File: config.mk
export PLATFORM = sky130hd
export DESIGN_NAME = c432_response_analyzer
export DESIGN_NICKNAME = d
export VERILOG_FILES = /design/src/rtl/c432_harness_pkg.sv /design/src/rtl/misr.sv /design/src/rtl/c432_response_analyzer.sv
export SDC_FILE = /design/constraint.sdc
export NUM_CORES = 1
export LEC_CHECK = 0
export CORE_MARGIN = 3
export CORE_UTILIZATION = 45
export DETAILED_ROUTE_END_ITERATION = 16
export MAX_ROUTING_LAYER = met4
export PLACE_DENSITY = 0.71
export SETUP_SLACK_MARGIN = 0.02
export SLEW_MARGIN = 20
export SYNTH_ARGS = -nofsm -noshare
export SYNTH_HDL_FRONTEND = slang
export SYNTH_HIERARCHICAL = 1
export SYNTH_SLANG_ARGS = --single-unit
File: constraint.sdc
create_clock -name clk -period 3.05 [get_ports clk]
set_input_delay 0.61 -clock clk [delete_from_list [all_inputs] [get_ports clk]]
set_output_delay 0.61 -clock clk [all_outputs]
set_load 0.01 [all_outputs]
File: src/rtl/c432_harness_pkg.sv
`default_nettype none
// ============================================================================
//  Module   : c432_harness_pkg
//  Purpose  : Shared constants and types for the c432 trojan-detection
//             harness (c432 I/O widths, analyzer FSM states, MISR defaults).
//  Revision : 1.0  initial release
// ============================================================================
package c432_harness_pkg;

    // c432 primary output and input counts
    localparam int C432_OUT_W = 7;
    localparam int C432_IN_W  = 36;

    // Default MISR feedback polynomial and load value
    localparam logic [15:0] C432_MISR_POLY = 16'h1021;
    localparam logic [15:0] C432_MISR_SEED = 16'h0000;

    // Response-analyzer run states
    typedef enum logic [1:0] {
        IDLE = 2'd0,
        RUN  = 2'd1,
        FIN  = 2'd2
    } state_e;

endpackage : c432_harness_pkg
`default_nettype wire

File: src/rtl/misr.sv
`default_nettype none
// ============================================================================
//  Module   : misr
//  Purpose  : Multiple-input signature register. Shifts left, folds the
//             shifted-out MSB back through POLY and XORs in the zero-extended
//             input word on every enabled cycle.
//  Revision : 1.0  initial release
// ============================================================================
module misr #(
    parameter int               SIG_W = 16,
    parameter int               DIN_W = 7,
    parameter logic [SIG_W-1:0] POLY  = 16'h1021
) (
    input  logic             clk,
    input  logic             rst,
    input  logic             load,
    input  logic [SIG_W-1:0] seed,
    input  logic             en,
    input  logic [DIN_W-1:0] din,
    output logic [SIG_W-1:0] sig
);

    logic [SIG_W-1:0] sig_q;
    logic [SIG_W-1:0] sig_d;
    logic [SIG_W-1:0] w_din_ext;

    assign w_din_ext = SIG_W'(din);

    // Next signature: load has priority over a compaction step
    always_comb begin
        sig_d = sig_q;
        if (load) begin
            sig_d = seed;
        end else if (en) begin
            sig_d = {sig_q[SIG_W-2:0], 1'b0}
                  ^ (sig_q[SIG_W-1] ? POLY : '0)
                  ^ w_din_ext;
        end
    end

    // Signature register; reset returns to the seed value
    always_ff @(posedge clk) begin
        if (rst) begin
            sig_q <= seed;
        end else begin
            sig_q <= sig_d;
        end
    end

    assign sig = sig_q;

endmodule : misr
`default_nettype wire

File: src/rtl/c432_response_analyzer.sv
`default_nettype none
// ============================================================================
//  Module   : c432_response_analyzer
//  Purpose  : Compares golden and suspect c432 response streams: compacts each
//             into a MISR signature, counts mismatching pairs, records the
//             first mismatch index and raises a trojan flag at run end.
//  Revision : 1.0  initial release
// ============================================================================
module c432_response_analyzer
    import c432_harness_pkg::*;
#(
    parameter int               OUT_W = C432_OUT_W,
    parameter int               SIG_W = 16,
    parameter int               CNT_W = 16,
    parameter logic [SIG_W-1:0] POLY  = C432_MISR_POLY,
    parameter logic [SIG_W-1:0] SEED  = C432_MISR_SEED
) (
    input  logic             clk,
    input  logic             rst,
    input  logic             start,
    input  logic [CNT_W-1:0] num_patterns,
    input  logic             in_valid,
    output logic             in_ready,
    input  logic [OUT_W-1:0] golden_out,
    input  logic [OUT_W-1:0] dut_out,
    output logic             busy,
    output logic             done,
    output logic [CNT_W-1:0] mismatch_count,
    output logic             first_mismatch_valid,
    output logic [CNT_W-1:0] first_mismatch_idx,
    output logic [SIG_W-1:0] golden_sig,
    output logic [SIG_W-1:0] dut_sig,
    output logic             trojan_flag
);

    state_e           state_q, state_d;
    logic [CNT_W-1:0] target_q, target_d;
    logic [CNT_W-1:0] cnt_q, cnt_d;
    logic [CNT_W-1:0] mcnt_q, mcnt_d;
    logic [CNT_W-1:0] fidx_q, fidx_d;
    logic             fvalid_q, fvalid_d;
    logic             flag_q, flag_d;

    logic             w_load;
    logic             w_accept;
    logic             w_mismatch;
    logic             w_flag_now;

    assign w_mismatch = (golden_out != dut_out);
    // Results are final while in FIN, so the verdict can be formed from them
    assign w_flag_now = (mcnt_q != '0) || (golden_sig != dut_sig);

    // Next-state and result bookkeeping for the run sequencer
    always_comb begin
        state_d  = state_q;
        target_d = target_q;
        cnt_d    = cnt_q;
        mcnt_d   = mcnt_q;
        fidx_d   = fidx_q;
        fvalid_d = fvalid_q;
        flag_d   = flag_q;
        w_load   = 1'b0;
        w_accept = 1'b0;
        case (state_q)
            IDLE: begin
                if (start) begin
                    w_load   = 1'b1;
                    target_d = num_patterns;
                    cnt_d    = '0;
                    mcnt_d   = '0;
                    fidx_d   = '0;
                    fvalid_d = 1'b0;
                    flag_d   = 1'b0;
                    state_d  = (num_patterns == '0) ? FIN : RUN;
                end
            end
            RUN: begin
                if (in_valid) begin
                    w_accept = 1'b1;
                    if (w_mismatch) begin
                        // Saturate rather than wrap so a huge count never reads as clean
                        if (mcnt_q != '1) begin
                            mcnt_d = mcnt_q + CNT_W'(1);
                        end
                        if (!fvalid_q) begin
                            fidx_d   = cnt_q;
                            fvalid_d = 1'b1;
                        end
                    end
                    cnt_d = cnt_q + CNT_W'(1);
                    if (cnt_q == target_q - CNT_W'(1)) begin
                        state_d = FIN;
                    end
                end
            end
            FIN: begin
                flag_d  = w_flag_now;
                state_d = IDLE;
            end
            default: begin
                state_d = IDLE;
            end
        endcase
    end

    // State and result registers
    always_ff @(posedge clk) begin
        if (rst) begin
            state_q  <= IDLE;
            target_q <= '0;
            cnt_q    <= '0;
            mcnt_q   <= '0;
            fidx_q   <= '0;
            fvalid_q <= 1'b0;
            flag_q   <= 1'b0;
        end else begin
            state_q  <= state_d;
            target_q <= target_d;
            cnt_q    <= cnt_d;
            mcnt_q   <= mcnt_d;
            fidx_q   <= fidx_d;
            fvalid_q <= fvalid_d;
            flag_q   <= flag_d;
        end
    end

    misr #(
        .SIG_W (SIG_W),
        .DIN_W (OUT_W),
        .POLY  (POLY)
    ) u_misr_golden (
        .clk  (clk),
        .rst  (rst),
        .load (w_load),
        .seed (SEED),
        .en   (w_accept),
        .din  (golden_out),
        .sig  (golden_sig)
    );

    misr #(
        .SIG_W (SIG_W),
        .DIN_W (OUT_W),
        .POLY  (POLY)
    ) u_misr_dut (
        .clk  (clk),
        .rst  (rst),
        .load (w_load),
        .seed (SEED),
        .en   (w_accept),
        .din  (dut_out),
        .sig  (dut_sig)
    );

    assign busy                 = (state_q == RUN);
    assign in_ready             = (state_q == RUN);
    assign done                 = (state_q == FIN);
    assign mismatch_count       = mcnt_q;
    assign first_mismatch_valid = fvalid_q;
    assign first_mismatch_idx   = fidx_q;
    // Verdict is visible during the done cycle and held afterwards
    assign trojan_flag          = (state_q == FIN) ? w_flag_now : flag_q;

endmodule : c432_response_analyzer
`default_nettype wire

### Yosys cells after proc, flatten, opt, wreduce, memory -nomap -nowiden

Cells that the tools add are included.

| operators by class | value |
|---|---|
| $add $sub $neg | 3 |
| $mul | 0 |
| div/mod/pow operators | 0 |
| $lt $le $gt $ge | 0 |
| equality and inequality tests | 12 |
| shift-type cells | 0 |
| muxes and demuxes | 28 |
| bitwise gates (word level) | 4 |
| reduce and logical (&&, ||, !) cells | 14 |

Operators by type and width:

| cell | number |
|---|---|
| $mux W16 | 8 |
| $pmux W16 S2 | 3 |
| $add A16 B1 Y16 const B | 2 |
| $xor A16 B16 Y16 | 2 |
| $xor A16 B7 Y16 | 2 |
| $mux W13 | 2 |
| $eq A16 B16 Y1 | 1 |
| $logic_not A16 Y1 | 1 |
| $ne A16 B16 Y1 | 1 |
| $ne A16 B16 Y1 const B | 1 |
| $reduce_bool A16 Y1 | 1 |
| $sub A16 B1 Y16 const B | 1 |
| $reduce_and A5 Y1 | 2 |
| $mux W1 | 8 |
| $mux W2 | 4 |
| $ne A7 B7 Y1 | 1 |
| $ne A2 B1 Y1 const B | 3 |
| $ne A2 B2 Y1 const B | 3 |
| $reduce_and A3 Y1 | 2 |
| $pmux W1 S2 | 2 |
| $pmux W2 S2 | 1 |
| $reduce_and A2 Y1 | 2 |
| $reduce_and A4 Y1 | 1 |
| $reduce_bool A2 Y1 | 2 |
| other kinds (5) | 5 |

| storage, ports and cells | value |
|---|---|
| bits in registers | 100 |
| latch bits | 0 |
| bits in writable memories | 0 |
| memory bits (read-only) | 0 |
| output and inout bits | 69 |
| memories kept | 0 |

### Longest topological paths before layout

Gate-level depths: netlist of the first run.

| logic depth | value |
|---|---|
| depth after elaboration | 5 |
| gate-level depth with buffers | 8 |
| mapped depth without buffers | 8 |

### By module

Netlist of the first run, hierarchy kept.

Modules (own cells, without submodules):

| module | instances | cells each | area each (um2) |
|---|---|---|---|
| c432_response_analyzer | 1 | 449 | 3726.1 |
| misr | 2 | 52 | 782.0 |

### Worst setup path before layout of the first run

Ideal clock, no wire load.

| timing | value |
|---|---|
| kind | in2reg |
| start | input port start |
| end | register u_misr_dut.sig_q[11] (netlist: u_misr_dut/sig[11]), data pin |
| setup time | 260 ps |
| data arrival time | 2079 ps |
| path slack | 711 ps |
| stages | 8 |
| buffers on the path | 4 |
| cell sequence | or3b_1 clkbuf_1 clkinv_1 clkbuf_8 or2_1 buf_6 buf_8 mux2_4 |

| between the ends | value |
|---|---|
| word-level cells in the longest chain between the ends | 3 |

Ends and longest elaborated chain:

| what | line | RTL |
|---|---|---|
| from (decl) | c432_response_analyzer.sv:20 | `input logic start,` |
| $mux W1 | c432_response_analyzer.sv:66 | `if (start) begin` |
| $mux W1 | c432_response_analyzer.sv:64 | `case (state_q)` |
| net w_load | c432_response_analyzer.sv:44 | `logic w_load;` |
| $reduce_or A2 Y1 (no source line) | n/a |  |
| to (signal assigned) | misr.sv:46 | `sig_q <= sig_d;` |
| to (decl) | misr.sv:23 | `logic [SIG_W-1:0] sig_q;` |

The timed path passes the listed nets, and every way through them passes these cells.
A chain may end at the register's enable or synchronous reset.

### Final worst setup path of the first run

| timing | value |
|---|---|
| start | register mcnt_q[4] (netlist: mismatch_count[4]) |
| end | output port trojan_flag |

| between the ends | value |
|---|---|
| word-level cells in the longest chain between the ends | 3 |

Ends and longest elaborated chain:

| what | line | RTL |
|---|---|---|
| from (decl) | c432_response_analyzer.sv:39 | `logic [CNT_W-1:0] mcnt_q, mcnt_d;` |
| from (signal assigned) | c432_response_analyzer.sv:120 | `mcnt_q <= mcnt_d;` |
| $reduce_bool A16 Y1 | c432_response_analyzer.sv:51 | `assign w_flag_now = (mcnt_q != '0) \|\| (golden_sig != dut_sig);` |
| $logic_or A1 B1 Y1 | c432_response_analyzer.sv:51 |  |
| $mux W1 | c432_response_analyzer.sv:162 | `assign trojan_flag = (state_q == FIN) ? w_flag_now : flag_q;` |
| to (decl) | c432_response_analyzer.sv:33 | `output logic trojan_flag` |

Every way passes these cells.

==> run_results.csv, run 1 <==
group,metric,value,unit
sta,slew_violations,0,
clock_network,clk_pin_slew_worst_paths,70,ps
place,placed_area,6509,sq um
sta,setup_tns,0,ps
final_layout,antenna_cells,0,
logic_synthesis,synth.cell_area,5290,sq um
global_route,grt_pass1_vias,4357,
route,drt_iter0_markers,362,
clock_network,cts_buffer_depth,2,
final_layout,layout.cells.non_filler,827,
sta,hold_violations,0,
logic_synthesis,yosysTopAreaCellShare,25.73,%
logic_synthesis,ys.flop_type,"dfxtp_1",
clock_network,cts_hold_buf,0,
place,place_congestion,0.8722,
setup_path,worstPathArrival,2290,ps
global_route,grt-ovfl-total,0,
pwr,clockPowerShare,35.8,%
final_layout,layout.area.seq,2322,sq um
clock_network,cts_inserted_buffers,9,
sta,worstMarginPinSlew,908.2,ps
final_layout,stdcell_area,6864,sq um
setup_path,crit_path_end_kind,"output pin",
pwr,finalPower,0.003440,W
setup_path,critPathLaunchType,"register",
clock_network,clk_latency,340,ps
die,num_rows,38,
global_route,grt_pass1_wl,22200,um
setup_path,crit_family,"simple AND/OR/NAND/NOR gates",
clock_network,clock_sinks,100,
place,dp_cells,810,
clock_network,cts_tree,"yes",
pwr,switchingPower,0.0008945,W
logic_synthesis,ys_seq_area_share,43.90,%
global_route,grt_antenna_before_repair,0,
pwr,p_leak,2.534,nW
final_layout,fill_cells,967,
pwr,internal-power,0.002546,W
global_route,track_usage,21.76,%
place,dpl.hpwl,9994,um
final_layout,multi_input_area,2864,sq um
route,vias,4520,
setup_path,cp_cell_sequence,"or4_4 > nor4_4 > nand4_1 > o21ai_2 > nand2_1 > clkdlybuf4s50_1",
logic_synthesis,syn_inst,553,
route,routedWlPerCell,16.35,um
run,maxCapViolations,0,
sta,rsz0062_at_grt,"no",
setup_path,cp.required,2440,ps
sta,finClkSkew,9.283,ps
place,io_buffers,102,
sta,fmaxAchievable,344.4,MHz
die,ioPinCount,103,
place,place_ws,96.37,ps
final_layout,drive_above_1_share,10.33,%
die,initial_utilization,47.35,%
status,status,"finished, final reports clean",
die,die_w,114.4,um
logic_synthesis,synth_top_area_cell,"dfxtp_1",
sta,period_share,95.21,%
clock_network,clock-root-buffer,"clkbuf_16",
min_path,worstHoldPathType,"register to register",
die,die_h,114.4,um
logic_synthesis,ys_warn_count,6,
sta,setup_slack,146.2,ps
pwr,swShare,26.00,%
clock_network,htree_levels,3,
setup_path,cp_num_buf_inv,1,
logic_synthesis,ys_seq_elements,100,
pwr,irDropWorstVdd,0.3618,mV
final_layout,final_nets,720,
pwr,cellPowerDensity,501.2,nW/um^2
logic_synthesis,synth_edf_count,32,
setup_path,max_stage_delay,560,ps
sta,setup_viol,0,
logic_synthesis,ys_types,69,
final_layout,area.growth.synth_to_final,29.75,%
logic_synthesis,avgSynthCellArea,9.566,sq um
pwr,seqPwrFrac,45.5,%
route,dr.pass1.iters,5,
global_route,grt_max_degree,33,
logic_synthesis,synthMostInstantiatedCell,"dfxtp_1",
die,dieArea,13090,sq um
sta,period_needed,2904,ps
pwr,pwr-share-comb,18.6,%
setup_path,path_class,"register to output pin",
route,drcViolationCount,0,
logic_synthesis,synthTopCellsByCount,"dfxtp_1 (68), nand2_1 (52), nor2_1 (52)",
die,core,11170,sq um
logic_synthesis,synthArstFlopShare,0,%
route,routed_wl,13520,um
route,route.antenna.remaining_nets,0,
setup_path,crit_fanout,4,
sta,slew_headroom,39.12,%
logic_synthesis,ys_top_cells_by_area,"dfxtp_1 (26%), edfxtp_1 (18%), xnor2_1 (8.1%)",
route,vias_per_cell,5.466,
setup_path,critPathSlowestCell,"or4_4",
==> registers in the layout, summed over array words and instances, names as in the netlist <==
register,flops
cnt_q,16
first_mismatch_idx,16
mismatch_count,16
target_q,16
u_misr_dut/sig,16
u_misr_golden/sig,16
state_q,2
first_mismatch_valid,1
flag_q,1
==> power by group through the flow <==
| stage | Clock [W] | Combinational, W | Sequential (W) |
|---|---|---|---|
| floorplan | 0 | 0.000362 | 0.00159 |
| global placement | 0 | 0.000626 | 0.00159 |
| detailed placement | 0 | 0.000636 | 0.00159 |
| CTS | 0.00126 | 0.000642 | 0.00157 |
| global route | 0.00131 | 0.000699 | 0.00158 |
| finish | 0.00123 | 0.000641 | 0.00157 |
==> area by class of cell <==
cell class / instances / share of cell area [%]
Clock buffer: 11 / 3.536
Sequential cell: 100 / 33.83
Inverter: 11 / 0.6015
Multi-Input combinational cell: 442 / 41.72
Tap cell: 140 / 2.552
Clock inverter: 5 / 1.203
Timing Repair Buffer: 118 / 16.55
==> repair_timing <==
item,in CTS,in global routing
buffers inserted,0,1
pin swaps,0,1
setup endpoints to repair,1,1
resized for setup,2,3
==> per-layer routing <==
metal / vias to the layer above / global-route usage [%] / part of all wire, %
met3: 11 / 3.277 / 4.8
li1: 2207 / - / -
met4: 0 / 6.255 / 1.1
met5: - / - / 0
met2: 130 / 33.57 / 47
met1: 2172 / 29.83 / 47
==> kinds of logic (layout without fill, tap and decap cells) <==
kind of cell | count (synthesis) | count (layout) | share of synthesized area, %
compound gates | 103 | 103 | 12.20
fa+ha+maj | 4 | 4 | 0.9461
mux | 17 | 17 | 3.879
xor+xnor | 84 | 84 | 14.43
simple gates | 202 | 202 | 19.99
buf+inv | 42 | 145 | 4.588
other cells | 1 | 32 | 0.07089
flops | 100 | 100 | 43.90
==> stage by stage <==
| stage | hold slack [ps] | utilization, % |
|---|---|---|
| final | 474.1 | 61.43 |
| after floorplan | 445.5 | - |
| after global routing | 499.1 | 61.43 |
| after detailed placement | 465.4 | 58.25 |
| after CTS | 474.8 | 61.22 |
| after global placement | 459.6 | 58.25 |
==> placed cells by master, fill, tap and decap left out, types with 2 or more instances in the layout <==
cell type,synthesis,routed
and4_1,4,4
bufinv_16,0,2
nand3_1,19,19
xor2_1,33,33
and3_1,10,10
o211ai_1,2,2
dfxtp_1,68,68
clkbuf_16,0,9
nor3_1,10,10
o21ai_2,1,2
or4_4,2,3
a21oi_1,25,25
mux2_4,4,4
inv_6,0,2
clkdlybuf4s50_1,0,101
buf_4,1,16
nand4_1,10,10
nor4_1,19,18
nor4_2,2,2
mux2_2,12,12
inv_1,10,10
nor2_1,52,52
ha_1,4,4
xnor3_1,2,2
conb_1,1,32
a21oi_2,2,2
nor4_4,1,2
edfxtp_1,32,32
or3_2,2,2
o21a_1,2,2
xnor2_1,49,49
nand2b_1,3,3
a31oi_1,3,3
o21ai_0,36,35
nor4b_1,3,3
nand2_1,52,52
or2_1,2,2
a22oi_1,17,17
==> worst reg2reg max path: stages (launching register included) <==
cell and delay, ps:
dfxtp_1 370, inv_1 100, ha_1 270, nor3b_4 400, nand3_1 190, mux2i_1 190
a2111oi_2 450, a31o_1 220, a21oi_2 50
==> final timing paths <==
check	from	end	slack, ps	cells after the start
setup / recovery	mismatch_count[4]	trojan_flag	150	6
hold / removal	flag_q	flag_q	470	2
setup reg to reg	target_q[0]	state_q[0]	680	8
hold reg to reg	flag_q	flag_q	470	2
Power figures use the tool's default switching activity.
==> run 2: changes to the inputs <==
CTS_CLUSTER_DIAMETER = 60   (was not set)
==> results of run 2 <==
Final layout, timing and power as in run 1 (identical DEF).
==> run 3: changes to the inputs <==
SLEW_MARGIN = not set   (was 20)
==> results of run 3 <==
Final layout, timing and power as in run 1 (identical DEF).
